==> src/rtl/traceback_walker.sv <==
// Traceback walker: walks an N x M direction matrix from a start cell to (0,0),
// reading interior symbols from RAM and emitting one move per handshake.
module traceback_walker #(
  parameter int N      = 128,
  parameter int M      = 128,
  parameter int RD_LAT = 2,
  parameter int BI     = $clog2(N+1),
  parameter int BJ     = $clog2(M+1),
  parameter int BL     = $clog2(N+M+1)
) (
  input  logic          clk,
  input  logic          rst,
  input  logic          start,
  input  logic          abort,
  input  logic [BI-1:0] i_init,
  input  logic [BJ-1:0] j_init,
  input  logic [2:0]    sym_in,
  output logic          rd_en,
  output logic [BI-1:0] rd_i,
  output logic [BJ-1:0] rd_j,
  output logic          step_valid,
  input  logic          step_ready,
  output logic [2:0]    step_dir,
  output logic [BI-1:0] step_i,
  output logic [BJ-1:0] step_j,
  output logic [BL-1:0] path_len,
  output logic          busy,
  output logic          done,
  output logic          err
);

  localparam logic [2:0] S_IDLE  = 3'd0;
  localparam logic [2:0] S_ISSUE = 3'd1;
  localparam logic [2:0] S_WAIT  = 3'd2;
  localparam logic [2:0] S_STEP  = 3'd3;
  localparam logic [2:0] S_DONE  = 3'd4;
  localparam logic [2:0] S_ERR   = 3'd5;

  localparam logic [2:0] D_DIAG = 3'b001;
  localparam logic [2:0] D_UP   = 3'b010;
  localparam logic [2:0] D_LEFT = 3'b100;

  localparam int BC = (RD_LAT > 1) ? $clog2(RD_LAT) : 1;

  logic [2:0]    state;
  logic [BI-1:0] i;
  logic [BJ-1:0] j;
  logic [BC-1:0] cnt;
  logic          interior;
  logic          sym_ok;
  logic [BI-1:0] i_nx;
  logic [BJ-1:0] j_nx;

  assign interior = (i != '0) && (j != '0);
  assign sym_ok   = (sym_in == D_DIAG) || (sym_in == D_UP) ||
                    (sym_in == D_LEFT);

  always_comb begin
    i_nx = i;
    j_nx = j;
    unique case (1'b1)
      step_dir == D_UP:   i_nx = i - BI'(1);
      step_dir == D_LEFT: j_nx = j - BJ'(1);
      default: begin
        i_nx = i - BI'(1);
        j_nx = j - BJ'(1);
      end
    endcase
  end

  always_ff @(posedge clk or posedge rst) begin
    if (rst) begin
      state    <= S_IDLE;
      i        <= '0;
      j        <= '0;
      cnt      <= '0;
      step_dir <= '0;
      path_len <= '0;
    end else if (abort) begin
      state <= S_IDLE;
    end else begin
      case (state)
        S_IDLE, S_DONE, S_ERR: begin
          if (start) begin
            i        <= (i_init > BI'(N)) ? BI'(N) : i_init;
            j        <= (j_init > BJ'(M)) ? BJ'(M) : j_init;
            path_len <= '0;
            state    <= (i_init == '0 && j_init == '0) ? S_DONE : S_ISSUE;
          end
        end
        S_ISSUE: begin
          if (interior) begin
            cnt   <= BC'(RD_LAT - 1);
            state <= S_WAIT;
          end else begin
            // Border cells have only one legal move
            step_dir <= (i == '0) ? D_LEFT : D_UP;
            state    <= S_STEP;
          end
        end
        S_WAIT: begin
          if (cnt == '0) begin
            if (sym_ok) begin
              step_dir <= sym_in;
              state    <= S_STEP;
            end else begin
              state <= S_ERR;
            end
          end else begin
            cnt <= cnt - BC'(1);
          end
        end
        S_STEP: begin
          if (step_ready) begin
            i        <= i_nx;
            j        <= j_nx;
            path_len <= path_len + BL'(1);
            state    <= (i_nx == '0 && j_nx == '0) ? S_DONE : S_ISSUE;
          end
        end
        default: state <= S_IDLE;
      endcase
    end
  end

  assign rd_en      = (state == S_ISSUE) && interior;
  assign rd_i       = rd_en ? i - BI'(1) : '0;
  assign rd_j       = rd_en ? j - BJ'(1) : '0;
  assign step_valid = (state == S_STEP);
  assign step_i     = i;
  assign step_j     = j;
  assign busy       = (state == S_ISSUE) || (state == S_WAIT) ||
                      (state == S_STEP);
  assign done       = (state == S_DONE);
  assign err        = (state == S_ERR);

endmodule
==> config.mk <==
export PLATFORM = sky130hd
export DESIGN_NAME = traceback_walker
export DESIGN_NICKNAME = d
export VERILOG_FILES = /design/src/rtl/traceback_walker.sv
export SDC_FILE = /design/constraint.sdc
export NUM_CORES = 1
export LEC_CHECK = 0
export BUFFER_PORTS_ARGS = -buffer_cell sky130_fd_sc_hd__buf_4
export CAP_MARGIN = 20
export CORE_ASPECT_RATIO = 2
export CORE_UTILIZATION = 57
export DETAILED_ROUTE_END_ITERATION = 7
export GPL_TIMING_DRIVEN = 0
export PLACE_DENSITY_LB_ADDON = 0.25
export SLEW_MARGIN = 20
export SYNTH_ARGS = -nofsm -noshare
export SYNTH_HDL_FRONTEND = slang
export SYNTH_SLANG_ARGS = --single-unit
export TNS_END_PERCENT = 10
==> constraint.sdc <==
create_clock -name clk -period 3.5 [get_ports clk]
set_clock_uncertainty 0.1 [all_clocks]
set_input_delay 0.7 -clock clk [delete_from_list [all_inputs] [get_ports clk]]
set_output_delay 0.7 -clock clk [all_outputs]
set_load 0.03 [all_outputs]
==> impl_metrics.csv, run 1 <==
group,metric,value,unit
outcome,outcome,"complete, no violations",
logic_synthesis,synthXorXnorAreaFrac,0.0512,
sta,max_slew.worst_pin.slew,855,ps
logic_synthesis,synth.top_cell.area_share,0.312,
clock_tree,insertion_delay,280,ps
power,pwr-share-seq,0.200,
layout,area_growth,27.7,%
power,cell_internal_pwr,0.00153,W
power,p_comb_frac,0.707,
min_path,hold_path.class,"reg -> reg",
power,power_switching,0.00185,W
layout,fill_cells,367,
setup_path,crit_family,"simple AND/OR/NAND/NOR gates",
setup_path,r2r_cells,8,
sta,slew_violations,0,
clock_tree,ctsResizeCount,1,
logic_synthesis,netlist-cell-type-count,62,
logic_synthesis,yosysMostFrequentCell,"nor2_1",
logic_synthesis,synth_cells,344,
clock_tree,cts_tree,"yes",
run,maxCapViolCount,0,
power,p_per_area,1030,mW/mm^2
global_routing,grt_usage,0.337,
logic_synthesis,ys_ff_latch,32,
clock_tree,numCtsBuffers,5,
floorplan,core_area,0.00434,mm^2
setup_path,cp_slowest_cell,"nor4_2",
sta,rsz0062_at_grt,"false",
route,drc,0,
power,cellLeakagePower,1.48,nW
clock_tree,post_cts_buffers,0,
logic_synthesis,synth_top_flop_cell,"dfrtp_1",
global_routing,first_global_vias,2767,
sta,timing.setup.tns,0,ps
setup_path,worstPathRequired,2700,ps
logic_synthesis,synth.cell_area,0.00257,mm^2
floorplan,initial_core_util,0.592,
setup_path,critPathMaxFanout,10,
floorplan,ios,73,
logic_synthesis,synth_nets,373,
floorplan,dieArea,0.00479,mm^2
clock_tree,root_buffer,"clkbuf_8",
sta,setup_violations,0,
sta,relSlewSlack,0.430,
logic_synthesis,synth_edf_count,0,
logic_synthesis,avgSynthCellArea,7.46,um^2
layout,diodes,0,
setup_path,endpoint_kind,"primary output",
sta,min_period,3260,ps
sta,finalCritPeriodShare,0.932,
sta,hold_viol,0,
route,vias_per_cell,6.28,
power,clock_power_share,0.093,
global_routing,grt_max_degree,33,
power,switching_share,0.547,
global_routing,antenna_found_initial,0,
setup_path,crit_chain,"buf_2 > nor4_2 > nand3_1 > nand2_1 > nor2_1 > nand2_2 > buf_2 > nor2_1 > buf_4",
logic_synthesis,synth_top_family_by_area,"simple AND/OR/NAND/NOR gates",
placed_design,hpwl,5870,um
setup_path,slowest_delay,430,ps
layout,drive_gt1_frac,0.251,
setup_path,path_buf_inv,3,
floorplan,die_h,96.9,um
power,ir_drop,920,uV
logic_synthesis,ys_warn_count,0,
layout,instances_no_fill,476,
logic_synthesis,synth_compound_area_frac,0.233,
sta,fmax,0.307,GHz
min_path,min_path_cells,1,
logic_synthesis,yosysSeqAreaShare,0.312,
global_routing,grt_pass1_wl,12600,um
clock_tree,clkSlewWorstSetupHoldPaths,60,ps
placed_design,dp.cells,469,
setup_path,crit_type,"reg -> out",
clock_tree,clock_tree.buffer_depth,2,
logic_synthesis,yosysTopAreaCell,"dfrtp_1",
floorplan,core.rowCount,34,
route,post_drt_wl_per_cell,16.6,um
logic_synthesis,synth_mux_area_frac,0.0171,
route,routed_wl,7880,um
layout,final_nets,451,
clock_tree,cts_htree_levels,2,
logic_synthesis,ys_async_sr_fraction,1.00,
setup_path,worst_setup_path_start_kind,"register",
setup_path,arrival,2460,ps
placed_design,port_buffers,71,
logic_synthesis,synthAdderAreaFrac,0.0244,
route,num_vias,2990,
logic_synthesis,synth-simple-area-share,0.301,
setup_path,worst-path-stages,9,
clock_tree,cts_sinks,32,
clock_tree,hold_buffers,0,
logic_synthesis,synth_common_cells,"55 x nor2_1, 39 x o21ai_0, 32 x dfrtp_1",
route,ant_nets,0,
route,drt_iter0_drc,189,
floorplan,die_x,49.5,um
global_routing,gr-total-overflow,0,
logic_synthesis,yosys-top-cells-area,"dfrtp_1 31%, nor2_1 8.0%, o21ai_0 7.6%",
placed_design,place.gp.congestion,0.927,
route,dr.pass1.iters,5,
per-layer routing:
metal  part of all wire  global-route usage
met4              0.041               0.182
met5                  0                   0
met3              0.068              0.0456
met1               0.36               0.375
met2               0.53               0.597
power by group through the flow:
stage,clock (W),combinational [W],sequential [W]
after global routing,0.000332,0.00254,0.000688
after global placement,0,0.00229,0.000662
after floorplan,0,0.00144,0.000849
final,0.000315,0.00239,0.000675
after detailed placement,0,0.00233,0.000667
after CTS,0.000313,0.00234,0.000664
kinds of logic after synthesis:
family / after synthesis
buffers and inverters: 36
muxes: 4
adders and majority gates: 5
xor gates and xnor gates: 15
AOI/OAI and AO/OA: 100
DFF: 32
and+or+nand+nor: 152
final timing paths:
| check | start | endpoint | slack (ps) |
|---|---|---|---|
| worst max-delay path | step_i[3] | rd_j[4] | 240 |
| worst min-delay path | path_len[8] | path_len[8] | 390 |
| worst max register to register | step_i[0] | state[2] | 880 |
| worst min register to register | path_len[8] | path_len[8] | 390 |
| max in group asynchronous | rst | step_i[3] | 2420 |
| min in group asynchronous | rst | step_j[2] | 430 |
placed cells by master, fill, tap and decap left out, types with 8 or more instances in the layout:
master    synthesis  layout
a21oi_1          31      31
dfrtp_1          32      32
nand3_1          12      12
clkbuf_1         12      12
inv_1            11      10
nand2_1          31      30
nor3_1            9       9
buf_4             1      72
xor2_1            8       8
nor4_1           11       9
nor2_1           55      55
o21ai_0          39      39
sequential cells by signal, summed over array words and instances, names as in the netlist:
signal,count
step_dir,3
step_j,8
cnt,1
path_len,9
step_i,8
state,3
stage by stage:
| step | cell area, um^2 | hold WS [ps] | total power [W] | util | setup slack, ps |
|---|---|---|---|---|---|
| 2_1_floorplan | 2570 | 408 | 0.00229 | - | 647 |
| 3_3_place_gp | 3170 | 387 | 0.00295 | 0.730 | 289 |
| 3_5_place_dp | 3170 | 374 | 0.00299 | 0.730 | 268 |
| 4_1_cts | 3270 | 390 | 0.00332 | 0.754 | 82.2 |
| 5_1_grt | 3280 | 441 | 0.00356 | 0.756 | 62.8 |
| 6_report | 3280 | 388 | 0.00338 | 0.756 | 239 |
final cells by class:
| class | count | area (um^2) | area share |
|---|---|---|---|
| clock buffer | 7 | 96.3 | 0.0294 |
| timing repair buffer | 71 | 533 | 0.163 |
| tap | 54 | 67.6 | 0.0206 |
| sequential | 32 | 801 | 0.244 |
| inverter | 12 | 45.0 | 0.0137 |
| multi-input combinational | 276 | 1630 | 0.496 |
| buffer | 24 | 111 | 0.0340 |
Power figures use the tool's default switching activity.
==> run 2: changes to the inputs <==
- CELL_PAD_IN_SITES_DETAIL_PLACEMENT: not set -> 1
- CELL_PAD_IN_SITES_GLOBAL_PLACEMENT: not set -> 2
- CORE_UTILIZATION: 57 -> 31
- TNS_END_PERCENT: 10 -> 5
==> impl_metrics.csv, run 2 (same netlist as run 1, synthesis figures left out) <==
group,metric,value,unit
outcome,outcome,"complete, no violations",
sta,finalCritPeriodShare,0.933,
layout,multiInputGateArea,0.00163,mm^2
layout,final_core_util,0.429,
route,dr.pass1.iters,4,
floorplan,core_area,0.00800,mm^2
layout,fill_cells,1032,
layout,largest_register,"path_len",
floorplan,ios,73,
layout,diodes,0,
global_routing,antenna_found_initial,0,
setup_path,cp_slowest_cell,"nor4_2",
route,drt_iter0_drc,86,
placed_design,hpwl,7690,um
layout,instances_no_fill,520,
setup_path,slowest_delay,430,ps
placed_design,pre_cts_slack,121,ps
sta,hold_viol,0,
placed_design,dp.cells,512,
clock_tree,root_buffer,"clkbuf_16",
layout,final_nets,452,
layout,mostFrequentLayoutCells,"72 x buf_4, 55 x nor2_1, 39 x o21ai_0",
clock_tree,insertion_delay,280,ps
sta,max_slew.worst_pin.slew,1000,ps
sta,hold-worst-slack,249,ps
sta,slew_violations,0,
power,clock_power_share,0.139,
global_routing,grt_usage,0.238,
global_routing,grt_max_degree,24,
layout,largest_reg_flops,9,
sta,min_period,3270,ps
sta,relSlewSlack,0.332,
clock_tree,clock_tree.buffer_depth,2,
power,pwr-share-seq,0.188,
layout,area_growth,33.5,%
route,routed_wl,9790,um
floorplan,die_x,66.4,um
layout,seq_area,801,um^2
setup_path,crit_chain,"clkbuf_1 > nor4_2 > nand3_1 > nand2_1 > nor2_1 > nand2_2 > buf_2 > nor2_1 > buf_4",
setup_path,worstPathRequired,2700,ps
power,cell_internal_pwr,0.00170,W
layout,drive_gt1_frac,0.252,
clock_tree,cts_htree_levels,2,
power,p_comb_frac,0.674,
sta,fin_ws,233,ps
route,drc,0,
global_routing,first_global_vias,2929,
route,num_vias,2888,
run,maxCapViolCount,0,
min_path,hold_path.class,"in -> async",
setup_path,path_buf_inv,3,
clock_tree,hold_buffers,0,
layout,mostFrequentLayoutCell,"buf_4",
sta,timing.setup.tns,0,ps
setup_path,endpoint_kind,"primary output",
setup_path,critPathMaxFanout,10,
power,p_per_area,1060,mW/mm^2
setup_path,crit_type,"reg -> out",
sta,rsz0062_at_grt,"false",
floorplan,core.rowCount,46,
setup_path,crit_family,"simple AND/OR/NAND/NOR gates",
clock_tree,clkSlewWorstSetupHoldPaths,60,ps
setup_path,cpMostUsedCell,"nor2_1",
floorplan,initial_core_util,0.321,
power,ir_drop,429,uV
power,power_switching,0.00194,W
clock_tree,cts_tree,"yes",
route,vias_per_cell,5.55,
placed_design,port_buffers,71,
route,post_drt_wl_per_cell,18.8,um
route,ant_nets,0,
setup_path,arrival,2470,ps
setup_path,worst_setup_path_start_kind,"register",
clock_tree,cts_sinks,32,
global_routing,gr-total-overflow,0,
power,cellLeakagePower,1.52,nW
sta,fmax,0.306,GHz
clock_tree,numCtsBuffers,5,
global_routing,grt_pass1_wl,15200,um
placed_design,place.gp.congestion,0.830,
floorplan,dieArea,0.00867,mm^2
floorplan,die_h,131,um
sta,setup_violations,0,
power,switching_share,0.533,
-- run 2: cell types whose count changed in the layout (fill, tap and decap cells not counted), sizes merged --
cell    delta
buf        +1
bufinv     +1
clkbuf     -1
clkinv     +1
-- run 2: path summary, 6_finish.rpt --
| path | startpoint | to | slack, ps | cells past startpoint |
|---|---|---|---|---|
| worst max-delay path | step_j[5] | rd_j[3] | 230 | 9 |
| worst min-delay path | rst | step_i[2] | 250 | 2 |
| worst max register to register | state[0] | step_j[4] | 740 | 5 |
| worst min register to register | path_len[8] | path_len[8] | 410 | 1 |
| max in group asynchronous | rst | path_len[5] | 2640 | 3 |
| min in group clk | path_len[8] | path_len[8] | 410 | 1 |
-- run 2: power by group through the flow --
stage	clock network [W]	logic [W]	registers, W
floorplan	0	0.00144	0.000849
global placement	0	0.00240	0.000677
detailed placement	0	0.00244	0.000681
CTS	0.000520	0.00246	0.000681
global route	0.000530	0.00264	0.000711
finish	0.000505	0.00245	0.000683
-- run 2: final cells by class --
cell class	count	share of cell area
Buffer	24	0.0325
Tap cell	96	0.0350
Sequential cell	32	0.234
Timing Repair Buffer	72	0.161
Inverter	12	0.0131
Clock inverter	2	0.0102
Multi-Input combinational cell	276	0.477
Clock buffer	6	0.0376
-- run 2: per-stage QoR --
step                      total power (W)  cell area, um^2
final                             0.00364             3430
after global routing              0.00388             3430
after CTS                         0.00367             3420
after detailed placement          0.00312             3240
after global placement            0.00308             3220
after floorplan                   0.00229             2570
-- run 2: timing repair --
item,in CTS,in global routing
setup endpoints to repair,10,10
buffers inserted,0,0
endpoints found under the hold margin,0,0
gates resized for setup,3,1
-- run 2: metal layers --
| layer | vias up | wire length, um | track usage |
|---|---|---|---|
| met5 | - | 0 | 0 |
| met4 | 0 | 267 | 0.108 |
| met3 | 14 | 209 | 0.0234 |
| met2 | 61 | 5520 | 0.449 |
| met1 | 1428 | 3790 | 0.260 |
| li1 | 1385 | - | - |
